File: src/rtl/ex_muldiv_unit.sv
// Iterative RV32M multiply/divide unit for the EX stage: shift-add multiply and
// restoring divide on operand magnitudes, with the sign fix-up applied when the result is written.
module ex_muldiv_unit #(
  parameter int XLEN = 32
) (
  input  logic            clk,
  input  logic            rst_n,
  input  logic            start,
  input  logic            flush,
  input  logic [2:0]      funct3,
  input  logic [XLEN-1:0] rs1_data,
  input  logic [XLEN-1:0] rs2_data,
  output logic            busy,
  output logic            stall_req,
  output logic            done,
  output logic [XLEN-1:0] result
);

  localparam int CW = $clog2(XLEN);
  localparam logic [CW-1:0] CNT_LAST = CW'(XLEN - 1);
  localparam logic [XLEN-1:0] INT_MIN = {1'b1, {(XLEN-1){1'b0}}};

  localparam logic [1:0] ST_IDLE = 2'd0;
  localparam logic [1:0] ST_CALC = 2'd1;
  localparam logic [1:0] ST_DONE = 2'd2;

  logic [1:0]        state;
  logic [CW-1:0]     cnt;
  logic [2:0]        f3_q;
  logic              neg_q;   // product / quotient sign
  logic              rneg_q;  // remainder sign
  logic [XLEN-1:0]   op_q;    // multiplicand or divisor magnitude
  logic [2*XLEN-1:0] acc;     // {hi, lo}: product, or {remainder, quotient}
  logic [XLEN-1:0]   result_q;

  // Operand decode for the launch cycle
  logic            a_sgn, b_sgn, a_neg, b_neg, is_div;
  logic [XLEN-1:0] mag_a, mag_b;
  logic            div_zero, div_ovf, special;
  logic [XLEN-1:0] special_res;

  always_comb begin
    is_div   = funct3[2];
    a_sgn    = is_div ? !funct3[0] : (funct3[1:0] != 2'b11);
    b_sgn    = is_div ? !funct3[0] : (funct3[1:0] == 2'b01);
    a_neg    = a_sgn && rs1_data[XLEN-1];
    b_neg    = b_sgn && rs2_data[XLEN-1];
    mag_a    = a_neg ? -rs1_data : rs1_data;
    mag_b    = b_neg ? -rs2_data : rs2_data;
    div_zero = is_div && (rs2_data == '0);
    div_ovf  = is_div && !funct3[0] && (rs1_data == INT_MIN) && (rs2_data == '1);
    special  = div_zero || div_ovf;
    if (div_zero) special_res = funct3[1] ? rs1_data : '1;
    else          special_res = funct3[1] ? '0 : INT_MIN;
  end

  // One iteration of the selected algorithm, plus the signed result it would produce
  logic [XLEN:0]     mul_sum, div_trial;
  logic [2*XLEN-1:0] acc_nxt, prod_fix;
  logic [XLEN-1:0]   quo_fix, rem_fix, final_res;

  // NOTE: every always_comb output gets a value on every path so no latch is inferred.
  always_comb begin
    mul_sum   = {1'b0, acc[2*XLEN-1:XLEN]} + {1'b0, (acc[0] ? op_q : '0)};
    div_trial = acc[2*XLEN-1:XLEN-1] - {1'b0, op_q};
    if (f3_q[2])
      acc_nxt = div_trial[XLEN] ? {acc[2*XLEN-2:0], 1'b0}
                                : {div_trial[XLEN-1:0], acc[XLEN-2:0], 1'b1};
    else
      acc_nxt = {mul_sum, acc[XLEN-1:1]};
    prod_fix = neg_q  ? -acc_nxt : acc_nxt;
    quo_fix  = neg_q  ? -acc_nxt[XLEN-1:0] : acc_nxt[XLEN-1:0];
    rem_fix  = rneg_q ? -acc_nxt[2*XLEN-1:XLEN] : acc_nxt[2*XLEN-1:XLEN];
    if (f3_q[2])                final_res = f3_q[1] ? rem_fix : quo_fix;
    else if (f3_q[1:0] == 2'b00) final_res = prod_fix[XLEN-1:0];
    else                        final_res = prod_fix[2*XLEN-1:XLEN];
  end

  // NOTE: sequential state uses non-blocking assignments so all registers update from pre-edge values.
  always_ff @(posedge clk or negedge rst_n) begin
    if (!rst_n) begin
      state    <= ST_IDLE;
      cnt      <= '0;
      f3_q     <= '0;
      neg_q    <= 1'b0;
      rneg_q   <= 1'b0;
      op_q     <= '0;
      acc      <= '0;
      result_q <= '0;
    end else if (flush) begin
      state <= ST_IDLE;
      cnt   <= '0;
    end else begin
      case (state)
        ST_IDLE: begin
          if (start) begin
            f3_q   <= funct3;
            neg_q  <= a_neg ^ b_neg;
            rneg_q <= a_neg;
            op_q   <= is_div ? mag_b : mag_a;
            acc    <= {{XLEN{1'b0}}, (is_div ? mag_a : mag_b)};
            cnt    <= '0;
            if (special) begin
              result_q <= special_res;
              state    <= ST_DONE;
            end else begin
              state <= ST_CALC;
            end
          end
        end
        ST_CALC: begin
          acc <= acc_nxt;
          cnt <= cnt + 1'b1;
          if (cnt == CNT_LAST) begin
            result_q <= final_res;
            state    <= ST_DONE;
          end
        end
        default: state <= ST_IDLE;
      endcase
    end
  end

  assign busy      = (state != ST_IDLE);
  assign stall_req = ((state == ST_IDLE) && start && !flush) || (state == ST_CALC);
  assign done      = (state == ST_DONE) && !flush;
  assign result    = result_q;

endmodule

File: config.mk
export PLATFORM = sky130hd
export DESIGN_NAME = ex_muldiv_unit
export DESIGN_NICKNAME = d
export VERILOG_FILES = /design/src/rtl/ex_muldiv_unit.sv
export SDC_FILE = /design/constraint.sdc
export NUM_CORES = 1
export LEC_CHECK = 0
export ABC_AREA = 0
export CORE_ASPECT_RATIO = 1.1
export CORE_MARGIN = 1.5
export CORE_UTILIZATION = 41
export CTS_BUF_LIST = sky130_fd_sc_hd__clkbuf_16
export CTS_CLUSTER_DIAMETER = 60
export DETAILED_ROUTE_END_ITERATION = 12
export PLACE_DENSITY = 0.66
export SLEW_MARGIN = 10
export SYNTH_ARGS = -nofsm -noshare
export SYNTH_HDL_FRONTEND = slang
export SYNTH_SLANG_ARGS = --single-unit
File: constraint.sdc
create_clock -name clk -period 6.95 [get_ports clk]
set_input_delay 1.39 -clock clk [delete_from_list [all_inputs] [get_ports clk]]
set_output_delay 1.39 -clock clk [all_outputs]
set_load 0.005 [all_outputs]
==> impl_metrics.json, run 1 <==
{
  "status": "finished clean",
  "post-synth-top-area-fraction_pct": 21.5,
  "maximum_achievable_frequency_ghz": 0.156,
  "power_report.internal_total_w": 0.00454,
  "synth_async_sr_flop_share_pct": 100,
  "worst_ep_arrival_time_ns": 6.78,
  "synth_seq_cells": 140,
  "yosysTopAreaCell": "sky130_fd_sc_hd__dfrtp_1",
  "post-synth-top-count-cell": "sky130_fd_sc_hd__nand2_1",
  "crit_required_ns": 7.33,
  "synth.net_count": 2403,
  "power.net_switching_w": 0.00624,
  "clock_power_share_pct": 9.2,
  "timing.setup.tns_ns": 0,
  "dp_slack_ns": 0.738,
  "placement_rows": 76,
  "hold_path_class": "register to register",
  "relSlewSlack_pct": 21.1,
  "pwr_density_cell_nw_per_um2": 587,
  "syn_area_um2": 16300,
  "overflow": 0,
  "ff2ff_path_depth": 22,
  "design.die.area_um2": 40900,
  "p_seq_share_pct": 15.2,
  "clockRootBuffer": "sky130_fd_sc_hd__clkbuf_16",
  "n_fill_cell": 4048,
  "clock_pin_slew_on_the_worst_setup_and_hold_paths_ns": 0.07,
  "path_max_fanout": 7,
  "timing.final.hold_violations": 0,
  "grt_usage_pct": 35.7,
  "worst_max_slew_pin_slew_ns": 1.18,
  "register_area_um2": 3510,
  "finish.utilization_pct": 46.9,
  "p_leak_nw": 7.51,
  "most_used_flip_flop_cell_after_synthesis": "sky130_fd_sc_hd__dfrtp_1",
  "drive_above_1_share_pct": 6.73,
  "core_area_um2": 39200,
  "clock_skew_ns": 0.0168,
  "numPortBuffers": 105,
  "detailedRoute.firstPassIterationCount": 5,
  "number_of_buffers_inserted_by_hold_repair_at_cts": 0,
  "design.final.nets": 2435,
  "first_global_vias": 17261,
  "synth_enable_flop_cells": 0,
  "maxSlewViolCount": 0,
  "numCtsBuffers": 17,
  "critPathKind": "register to register",
  "whs_path_depth": 2,
  "multi_input_area_um2": 11900,
  "power.share.switching_pct": 57.9,
  "pin_count": 106,
  "areaGrowthSynthToFinish_pct": 12.8,
  "routedWlPerCell_um": 25.9,
  "power.combinational.fraction_pct": 75.6,
  "setup_repair_after_global_routing_missed_its_margin": "no",
  "wl_um": 72900,
  "tritoncts": "yes",
  "floorplan.die.width_um": 193,
  "vias": 18235,
  "post_cts.resized_instances": 0,
  "post_synth_inst_count": 2259,
  "detailedRoute.firstIterationViolations": 1708,
  "netlist_top_cells_count": "sky130_fd_sc_hd__nand2_1, sky130_fd_sc_hd__o21ai_0, sky130_fd_sc_hd__nor2_1, sky130_fd_sc_hd__a21oi_1, sky130_fd_sc_hd__dfrtp_1",
  "worstHoldEndpoint": "result[12]$_DFFE_PN0P_",
  "worst_ir_drop_vdd_mv": 0.274,
  "rrSetupSlack_ns": 0.55,
  "place.detailed.hpwl_um": 57500,
  "post-cts-setup-buffer-count": 0,
  "timing.hold.worst.start": "result[12]$_DFFE_PN0P_",
  "timing.rr.start": "acc[31]$_DFFE_PN0P_",
  "initial_core_util_pct": 41.5,
  "clock-sinks": 140,
  "min_period_over_period_pct": 92.1,
  "synth-warning-count": 0,
  "finalCriticalPeriod_ns": 6.40,
  "chipHeight_um": 212,
  "seq_total_area_yosys_pct": 21.5,
  "largest_net_degree_at_the_start_of_global_routing": 95,
  "postSynthAreaPerCell_um2": 7.21,
  "crit-reg2reg-capture": "result[22]$_DFFE_PN0P_",
  "max-clock-path-buffers": 2,
  "place.gp.congestion": 1.03,
  "critical_path.startpoint_type": "register",
  "ant_nets": 0,
  "grt_first_pass_wirelength_um": 108000,
  "p_total_w": 0.0108,
  "antenna_violations_before_repair": 8,
  "skew_pair_late_insertion_delay_ns": 0.47,
  "cts_htree_levels": 4,
  "avgViaCountPerCell": 6.48,
  "setup_viol_count_final": 0,
  "drv.max_cap_violation_count": 0,
  "synth_top_cells_by_area": "sky130_fd_sc_hd__dfrtp_1, sky130_fd_sc_hd__o21ai_0, sky130_fd_sc_hd__nand2_1",
  "synth.lib_cells_used.distinct": 97,
  "drc_errors": 0,
  "worst_setup_path_end_kind": "register",
  "worst_slack_ns": 0.549
}
==> layer usage <==
layer | vias to the layer above | part of all wire, % | track usage, %
li1 | 8335 | - | -
met1 | 8678 | 40 | 44.9
met2 | 945 | 45 | 56.3
met3 | 269 | 7.6 | 5.03
met4 | 8 | 7.8 | 24.6
met5 | - | 0.070 | 0
==> final cells by class <==
| class | instances | area share, % |
|---|---|---|
| multi-input combinational | 1899 | 64.9 |
| sequential | 140 | 19.1 |
| timing repair buffer | 152 | 7.62 |
| tap | 507 | 3.45 |
| clock buffer | 17 | 2.32 |
| inverter | 81 | 1.66 |
| clock inverter | 15 | 0.947 |
| antenna | 1 | 0.0136 |
==> sequential cells by signal, summed over array words and instances, names as in the netlist <==
signal,count
acc,64
cnt,5
result,32
rneg_q,1
op_q,32
neg_q,1
state,2
f3_q,3
==> kinds of logic (layout without fill, tap and decap cells) <==
| logic type | count (synthesis) | in the layout | synth area share (%) |
|---|---|---|---|
| DFF | 140 | 140 | 21.5 |
| xor gates and xnor gates | 158 | 158 | 8.50 |
| muxes | 61 | 61 | 3.84 |
| adders and majority gates | 73 | 73 | 5.70 |
| buffers and inverters | 220 | 265 | 5.37 |
| and+or+nand+nor | 847 | 847 | 25.1 |
| AOI/OAI and AO/OA | 760 | 760 | 30.0 |
| other | 0 | 1 | 0 |
==> worst max-delay path by stage <==
stage / startpoint / end / slack [ns] / cells past startpoint
2_1_floorplan: f3_q[2]$_DFFE_PN0P_ / result[28]$_DFFE_PN0P_ / 1.14 / 26
3_3_place_gp: acc[31]$_DFFE_PN0P_ / result[22]$_DFFE_PN0P_ / 0.95 / 22
3_5_place_dp: acc[31]$_DFFE_PN0P_ / result[22]$_DFFE_PN0P_ / 0.74 / 22
4_1_cts: acc[31]$_DFFE_PN0P_ / result[22]$_DFFE_PN0P_ / 0.69 / 22
5_1_grt: acc[31]$_DFFE_PN0P_ / result[22]$_DFFE_PN0P_ / 0.01 / 22
6_report: acc[31]$_DFFE_PN0P_ / result[22]$_DFFE_PN0P_ / 0.55 / 22
==> power by group through the flow <==
stage,Clock (W),Combinational [W],Sequential (W)
floorplan,0,0.00529,0.00142
global placement,0,0.00784,0.00162
detailed placement,0,0.00786,0.00164
CTS,0.000999,0.00792,0.00162
global route,0.00104,0.00865,0.00168
finish,0.000994,0.00814,0.00164
==> worst max-delay path, stage by stage, from the launching register on <==
cell,delay (ns)
sky130_fd_sc_hd__dfrtp_1,0.43
sky130_fd_sc_hd__inv_1,0.10
sky130_fd_sc_hd__ha_1,0.17
sky130_fd_sc_hd__inv_1,0.06
sky130_fd_sc_hd__fa_1,0.41
sky130_fd_sc_hd__a211oi_1,0.28
sky130_fd_sc_hd__o211ai_1,0.14
sky130_fd_sc_hd__nand2_1,0.26
sky130_fd_sc_hd__a211oi_4,0.15
sky130_fd_sc_hd__o21ai_0,0.39
sky130_fd_sc_hd__nand2_1,0.29
sky130_fd_sc_hd__nor2_1,0.17
sky130_fd_sc_hd__ha_1,0.17
sky130_fd_sc_hd__o21ai_0,0.13
sky130_fd_sc_hd__or2_1,0.28
sky130_fd_sc_hd__or2_1,0.33
sky130_fd_sc_hd__nor3_1,0.61
sky130_fd_sc_hd__nand2_1,0.21
sky130_fd_sc_hd__or4b_1,0.60
sky130_fd_sc_hd__nor4_1,0.55
sky130_fd_sc_hd__mux2i_1,0.27
sky130_fd_sc_hd__a22oi_1,0.09
sky130_fd_sc_hd__a31oi_1,0.22
==> cells in the final DEF (no fill, tap or decap), types with 10 or more instances in the layout <==
cell                              instances
sky130_fd_sc_hd__a211oi_1                37
sky130_fd_sc_hd__nand2b_1                16
sky130_fd_sc_hd__o22ai_1                 11
sky130_fd_sc_hd__inv_1                   81
sky130_fd_sc_hd__o21ai_1                 10
sky130_fd_sc_hd__mux2i_1                 49
sky130_fd_sc_hd__a21oi_1                177
sky130_fd_sc_hd__nand2_1                268
sky130_fd_sc_hd__mux2_2                  12
sky130_fd_sc_hd__nor2b_1                 12
sky130_fd_sc_hd__a22o_1                  21
sky130_fd_sc_hd__nor3_1                  56
sky130_fd_sc_hd__a221oi_1                13
sky130_fd_sc_hd__xor2_1                  70
sky130_fd_sc_hd__nand4_1                 33
sky130_fd_sc_hd__o21ai_0                232
sky130_fd_sc_hd__or3_1                   16
sky130_fd_sc_hd__ha_1                    71
sky130_fd_sc_hd__o31a_1                  11
sky130_fd_sc_hd__o211ai_1                20
sky130_fd_sc_hd__nand3_1                 50
sky130_fd_sc_hd__and3_1                  21
sky130_fd_sc_hd__nor2_1                 223
sky130_fd_sc_hd__xnor2_1                 88
sky130_fd_sc_hd__nor4_1                  23
sky130_fd_sc_hd__or2_2                   16
sky130_fd_sc_hd__o31ai_1                 32
sky130_fd_sc_hd__clkdlybuf4s50_1        103
sky130_fd_sc_hd__a21o_1                  31
sky130_fd_sc_hd__and2_1                  49
sky130_fd_sc_hd__dfrtp_1                139
sky130_fd_sc_hd__a31oi_1                 37
sky130_fd_sc_hd__o21a_1                  15
sky130_fd_sc_hd__buf_4                   47
sky130_fd_sc_hd__clkbuf_16               17
==> through the flow <==
step	cell area [um^2]	hold WS, ns	instances
6_report	18400	0.485	2812
5_1_grt	18400	0.517	2811
4_1_cts	18400	0.490	2811
3_5_place_dp	17800	0.474	2779
3_3_place_gp	17800	0.478	2779
2_1_floorplan	16300	0.464	2259
Note: power is estimated with default switching activity, not from simulation.
==> run 2: changes to the inputs <==
--- a/config.mk
+++ b/config.mk
@@ -7,12 +7,13 @@
 export LEC_CHECK = 0
 export ABC_AREA = 0
 export CORE_ASPECT_RATIO = 1.1
-export CORE_MARGIN = 1.5
+export CORE_MARGIN = 4
 export CORE_UTILIZATION = 41
 export CTS_BUF_LIST = sky130_fd_sc_hd__clkbuf_16
 export CTS_CLUSTER_DIAMETER = 60
 export DETAILED_ROUTE_END_ITERATION = 12
 export PLACE_DENSITY = 0.66
+export SETUP_SLACK_MARGIN = 0.05
 export SLEW_MARGIN = 10
 export SYNTH_ARGS = -nofsm -noshare
 export SYNTH_HDL_FRONTEND = slang
==> run 2 against run 1 <==
  * Critical endpoint unchanged
  * Clock power is 4.4% lower
  * Utilization decreased by 0.15 points
  * Clock skew is 0.0047 ns lower
  * Largest power group unchanged
  * Final cell count is 0.11% lower
  * Global-route usage is 2.1 points lower
  * Critical path depth did not move
==> impl_metrics.json, run 2 (synthesized netlist as in run 1, its figures left out) <==
{
  "status": "finished clean",
  "detailedRoute.firstIterationViolations": 2146,
  "fin_area_um2": 18300,
  "pin_count": 106,
  "floorplan.die.width_um": 198,
  "cpMostUsedCell": "sky130_fd_sc_hd__nand2_1",
  "worst_ep_arrival_time_ns": 6.67,
  "largest_register_ffs": 64,
  "drv.max_cap_violation_count": 0,
  "crit_required_ns": 7.32,
  "initial_core_util_pct": 41.5,
  "maxSlewViolCount": 0,
  "timing.rr.start": "acc[31]$_DFFE_PN0P_",
  "clockRootBuffer": "sky130_fd_sc_hd__clkbuf_16",
  "vias": 18085,
  "crit-reg2reg-capture": "result[22]$_DFFE_PN0P_",
  "core_area_um2": 39200,
  "number_of_buffers_inserted_by_hold_repair_at_cts": 0,
  "place.detailed.hpwl_um": 57600,
  "worst_max_slew_pin_slew_ns": 1.15,
  "clock-sinks": 140,
  "grt_usage_pct": 33.6,
  "critPathKind": "register to register",
  "critical_path.startpoint_type": "register",
  "p_leak_nw": 7.46,
  "whs_ns": 0.481,
  "first_global_vias": 17418,
  "design.final.nets": 2428,
  "areaGrowthSynthToFinish_pct": 12.5,
  "drive_above_1_share_pct": 6.44,
  "relSlewSlack_pct": 23.5,
  "post_dp_cell_area_um2": 17700,
  "timing.critical_path.buf_inv": 2,
  "avgViaCountPerCell": 6.44,
  "worst_ir_drop_vdd_mv": 0.272,
  "startpoint": "acc[31]$_DFFE_PN0P_",
  "path_max_fanout": 7,
  "routedWlPerCell_um": 26.0,
  "hold_path_class": "register to register",
  "worstPathCellList": "inv_1 > ha_1 > inv_1 > fa_1 > a211oi_1 > o211ai_1 > nand2_1 > a211oi_4 > o21ai_0 > nand2_1 > nor2_1 > ha_1 > o21ai_0 > or2_1 > or2_1 > nor3_2 > nand2_1 > or4b_1 > nor4_1 > mux2i_1 > a22oi_1 > a31oi_1",
  "chipHeight_um": 217,
  "worstHoldEndpoint": "result[12]$_DFFE_PN0P_",
  "clock_pin_slew_on_the_worst_setup_and_hold_paths_ns": 0.07,
  "place.gp.congestion": 1.03,
  "timing.hold.worst.start": "result[12]$_DFFE_PN0P_",
  "layout_commonest_cell": "sky130_fd_sc_hd__nand2_1",
  "worst_setup_path_end_kind": "register",
  "registers.top_by_ff_count": "acc",
  "p_total_w": 0.0107,
  "timing.final.hold_violations": 0,
  "tritoncts": "yes",
  "numCtsBuffers": 17,
  "detailedRoute.firstPassIterationCount": 6,
  "design.die.area_um2": 43000,
  "cts_htree_levels": 4,
  "ant_nets": 0,
  "layout.cells.most_common_list": "sky130_fd_sc_hd__nand2_1, sky130_fd_sc_hd__o21ai_0, sky130_fd_sc_hd__nor2_1",
  "timing.critical_path.slowest_stage_cell": "sky130_fd_sc_hd__or4b_1",
  "maximum_achievable_frequency_ghz": 0.159,
  "timing.setup.tns_ns": 0,
  "clock_skew_ns": 0.0121,
  "largest_net_degree_at_the_start_of_global_routing": 64,
  "pwr_density_cell_nw_per_um2": 585,
  "skew_pair_late_insertion_delay_ns": 0.46,
  "setup_repair_after_global_routing_missed_its_margin": "no",
  "timing.critical_path.max_delay_family": "simple AND/OR/NAND/NOR gates",
  "placement_rows": 76,
  "setup_viol_count_final": 0,
  "wl_um": 73200,
  "rrSetupSlack_ns": 0.65,
  "overflow": 0,
  "numPortBuffers": 105,
  "max-clock-path-buffers": 2,
  "antenna_violations_before_repair": 7,
  "drc_errors": 0,
  "slowest_delay_ns": 0.60,
  "min_period_over_period_pct": 90.6,
  "grt_first_pass_wirelength_um": 111000,
  "finalCriticalPeriod_ns": 6.30,
  "whs_path_depth": 2,
  "ff2ff_path_depth": 22
}
## run 2: timing repair
item,CTS,global route
endpoints found under the setup margin,0,1
buffers inserted,0,0
resized for setup,0,1
## run 2: final cells by class
type	instances	area, um^2
Clock inverter	15	153
Clock buffer	17	425
Inverter	81	304
Multi-Input combinational cell	1899	11900
Tap cell	507	634
Sequential cell	140	3510
Timing Repair Buffer	145	1350
Antenna cell	5	12.5
Fill cell	4020	20900
## run 2: worst register-to-register path, cell delays in order, from the launching register on
cell                       delay, ns
sky130_fd_sc_hd__dfrtp_1        0.42
sky130_fd_sc_hd__inv_1          0.09
sky130_fd_sc_hd__ha_1           0.16
sky130_fd_sc_hd__inv_1          0.05
sky130_fd_sc_hd__fa_1           0.43
sky130_fd_sc_hd__a211oi_1       0.29
sky130_fd_sc_hd__o211ai_1       0.14
sky130_fd_sc_hd__nand2_1        0.23
sky130_fd_sc_hd__a211oi_4       0.14
sky130_fd_sc_hd__o21ai_0        0.43
sky130_fd_sc_hd__nand2_1        0.33
sky130_fd_sc_hd__nor2_1         0.19
sky130_fd_sc_hd__ha_1           0.18
sky130_fd_sc_hd__o21ai_0        0.15
sky130_fd_sc_hd__or2_1          0.30
sky130_fd_sc_hd__or2_1          0.35
sky130_fd_sc_hd__nor3_2         0.40
sky130_fd_sc_hd__nand2_1        0.17
sky130_fd_sc_hd__or4b_1         0.60
sky130_fd_sc_hd__nor4_1         0.58
sky130_fd_sc_hd__mux2i_1        0.26
sky130_fd_sc_hd__a22oi_1        0.09
sky130_fd_sc_hd__a31oi_1        0.22
## run 2: worst max path at each step
stage                                   endpoint  slack, ns  cells past startpoint
final                     result[22]$_DFFE_PN0P_       0.65                     22
after global routing      result[22]$_DFFE_PN0P_       0.31                     22
after CTS                 result[22]$_DFFE_PN0P_       0.61                     22
after detailed placement  result[22]$_DFFE_PN0P_       0.68                     22
after global placement    result[11]$_DFFE_PN0P_       0.94                     12
after floorplan           result[28]$_DFFE_PN0P_       1.14                     26
## run 2: power breakdown
group | switching, W | leakage, nW | internal, W | total [W]
Combinational | 0.00534 | 5.41 | 0.00279 | 0.00813
Sequential | 0.000455 | 1.76 | 0.00117 | 0.00163
Clock | 0.000444 | 0.279 | 0.000506 | 0.000950
Total | 0.00624 | 7.46 | 0.00447 | 0.0107
## run 2: routing by layer
| metal | up-vias | global-route usage [%] | share of wire, % |
|---|---|---|---|
| met1 | 8612 | 42.2 | 40 |
| met2 | 954 | 53.7 | 46 |
| met5 | - | 0 | 0.018 |
| met3 | 205 | 7.01 | 8.4 |
| met4 | 2 | 18.8 | 6.5 |
| li1 | 8312 | - | - |
## run 2: metrics by stage
stage	instances	util, %	setup slack (ns)
after detailed placement	2772	45.2	0.680
after floorplan	2259	-	1.14
after global routing	2804	46.7	0.307
final	2809	46.7	0.652
after CTS	2804	46.7	0.611
after global placement	2772	45.2	0.942
==> run 3: changes to the inputs <==
--- a/config.mk
+++ b/config.mk
@@ -14,6 +14,7 @@
 export DETAILED_ROUTE_END_ITERATION = 12
 export PLACE_DENSITY = 0.66
 export SETUP_SLACK_MARGIN = 0.05
+export SKIP_CTS_REPAIR_TIMING = 1
 export SLEW_MARGIN = 10
 export SYNTH_ARGS = -nofsm -noshare
 export SYNTH_HDL_FRONTEND = slang
==> constraint.sdc (replaced) <==
create_clock -name clk -period 7.4 [get_ports clk]
set_input_delay 1.48 -clock clk [delete_from_list [all_inputs] [get_ports clk]]
set_output_delay 1.48 -clock clk [all_outputs]
set_load 0.005 [all_outputs]
==> run 3 against run 2 <==
  * Flip-flop and latch count did not move
  * Final area fell by 0.14%
  * First-iteration DRC count down 19%
  * Register-to-register slack better by 0.29 ns
  * Global-route usage decreased by 0.27 points
  * Utilization fell by 0.064 points
  * Critical path depth stayed put
  * Total power down 6.4%
  * Clock power fell by 5.9%
==> impl_metrics.json, run 3 (synthesized netlist as in run 1, its figures left out) <==
{
  "startpoint": "acc[31]$_DFFE_PN0P_",
  "worst_ir_drop_vdd_mv": 0.209,
  "worst_setup_path_end_kind": "register",
  "hold_path_class": "register to register",
  "numCtsBuffers": 17,
  "finish.cell_count_without_fillers": 2806,
  "p_leak_nw": 7.45,
  "grt_first_pass_wirelength_um": 110000,
  "cts_htree_levels": 4,
  "numPortBuffers": 105,
  "antenna_violations_before_repair": 3,
  "clock_skew_ns": 0.0145,
  "critPathKind": "register to register",
  "drc_errors": 0,
  "ant_nets": 0,
  "place.gp.congestion": 1.06,
  "setup_viol_count_final": 0,
  "largest_register_ffs": 64,
  "drv.max_cap_violation_count": 0,
  "timing.final.hold_violations": 0,
  "registers.top_by_ff_count": "acc",
  "initial_core_util_pct": 41.5,
  "finalCriticalPeriod_ns": 6.46,
  "grt_usage_pct": 33.3,
  "timing.rr.start": "acc[31]$_DFFE_PN0P_",
  "placement_rows": 76,
  "areaGrowthSynthToFinish_pct": 12.3,
  "maxSlewViolCount": 0,
  "path_max_fanout": 7,
  "tritoncts": "yes",
  "place.detailed.hpwl_um": 58000,
  "pwr_density_cell_nw_per_um2": 548,
  "min_period_over_period_pct": 87.3,
  "worst_ep_arrival_time_ns": 6.84,
  "wl_um": 73300,
  "n_fill_cell": 4053,
  "layout_commonest_cell": "sky130_fd_sc_hd__nand2_1",
  "timing.critical_path.slowest_stage_cell": "sky130_fd_sc_hd__nor3_1",
  "maximum_achievable_frequency_ghz": 0.155,
  "drive_above_1_share_pct": 6.32,
  "avgViaCountPerCell": 6.44,
  "floorplan.die.width_um": 198,
  "critical_path.startpoint_type": "register",
  "timing.critical_path.buf_inv": 2,
  "clockRootBuffer": "sky130_fd_sc_hd__clkbuf_16",
  "timing.setup.tns_ns": 0,
  "routedWlPerCell_um": 26.1,
  "skew_pair_late_insertion_delay_ns": 0.46,
  "chipHeight_um": 217,
  "cpMostUsedCell": "sky130_fd_sc_hd__nand2_1",
  "status": "finished clean",
  "timing.hold.worst.start": "result[2]$_DFFE_PN0P_",
  "max-clock-path-buffers": 2,
  "clock_pin_slew_on_the_worst_setup_and_hold_paths_ns": 0.07,
  "clock-sinks": 140,
  "setup_repair_after_global_routing_missed_its_margin": "no",
  "worst_max_slew_pin_slew_ns": 1.25,
  "first_global_vias": 17240,
  "detailedRoute.firstIterationViolations": 1735,
  "worstPathCellList": "inv_1 > ha_1 > inv_1 > fa_1 > a211oi_1 > o211ai_1 > nand2_1 > a211oi_4 > o21ai_0 > nand2_1 > nor2_1 > ha_1 > o21ai_0 > or2_1 > or2_1 > nor3_1 > nand2_1 > or4b_1 > nor4_1 > mux2i_1 > a22oi_1 > a31oi_1",
  "vias": 18079,
  "core_area_um2": 39200,
  "crit_required_ns": 7.78,
  "place.detailed.instances": 2770,
  "slowest_delay_ns": 0.65,
  "detailedRoute.firstPassIterationCount": 6,
  "design.final.nets": 2426,
  "layout.cells.most_common_list": "sky130_fd_sc_hd__nand2_1, sky130_fd_sc_hd__o21ai_0, sky130_fd_sc_hd__nor2_1",
  "timing.critical_path.max_delay_family": "simple AND/OR/NAND/NOR gates",
  "overflow": 0,
  "pin_count": 106,
  "relSlewSlack_pct": 16.4,
  "design.die.area_um2": 43000,
  "largest_net_degree_at_the_start_of_global_routing": 75
}
-- run 3: cell types whose count changed in the layout (fill, tap and decap cells not counted), sizes merged --
cell / change
diode: -1
buf: -2
-- run 3: per-layer routing --
| layer | routed length [um] | track usage [%] | vias up |
|---|---|---|---|
| li1 | - | - | 8317 |
| met1 | 29500 | 42.1 | 8658 |
| met2 | 33900 | 54.3 | 892 |
| met3 | 5200 | 5.42 | 212 |
| met4 | 4690 | 18.0 | 0 |
| met5 | 0 | 0 | - |
-- run 3: final timing paths --
| kind | depth (start not counted) | slack [ns] | endpoint |
|---|---|---|---|
| max | 22 | 0.94 | result[22]$_DFFE_PN0P_ |
| min | 2 | 0.48 | result[2]$_DFFE_PN0P_ |
| max reg2reg | 22 | 0.94 | result[22]$_DFFE_PN0P_ |
| min reg2reg | 2 | 0.48 | result[2]$_DFFE_PN0P_ |
| max in group asynchronous | 2 | 4.75 | f3_q[2]$_DFFE_PN0P_ |
| min in group asynchronous | 1 | 1.08 | op_q[26]$_DFFE_PN0P_ |
-- run 3: power breakdown --
group	internal, W	switching [W]
Clock	0.000474	0.000419
Combinational	0.00261	0.00499
Sequential	0.00110	0.000430
Total	0.00418	0.00583
-- run 3: worst min-delay path, cell delays in order (launching register included) --
cell,delay (ns)
sky130_fd_sc_hd__dfrtp_1,0.34
sky130_fd_sc_hd__nand2_1,0.05
sky130_fd_sc_hd__o21ai_0,0.06
-- run 3: final cells by class --
type | count | area, um^2 | area share [%]
clock inverters | 15 | 150 | 0.821
well taps | 507 | 634 | 3.47
diodes | 4 | 10.0 | 0.0548
inverters | 81 | 304 | 1.66
multi-input cells | 1899 | 11900 | 65.2
flip-flops and latches | 140 | 3510 | 19.2
clock buffers | 17 | 425 | 2.33
repair buffers | 143 | 1330 | 7.29
-- run 3: through the flow --
stage / util [%] / hold slack, ns / power (W) / setup WS, ns / cell area [um^2]
final: 46.7 / 0.483 / 0.0100 / 0.941 / 18300
after global routing: 46.6 / 0.527 / 0.0106 / 0.584 / 18300
after CTS: 46.6 / 0.490 / 0.00981 / 1.09 / 18300
after detailed placement: 45.2 / 0.475 / 0.00888 / 1.13 / 17700
after global placement: 45.2 / 0.480 / 0.00884 / 1.37 / 17700
after floorplan: - / 0.464 / 0.00631 / 1.59 / 16300
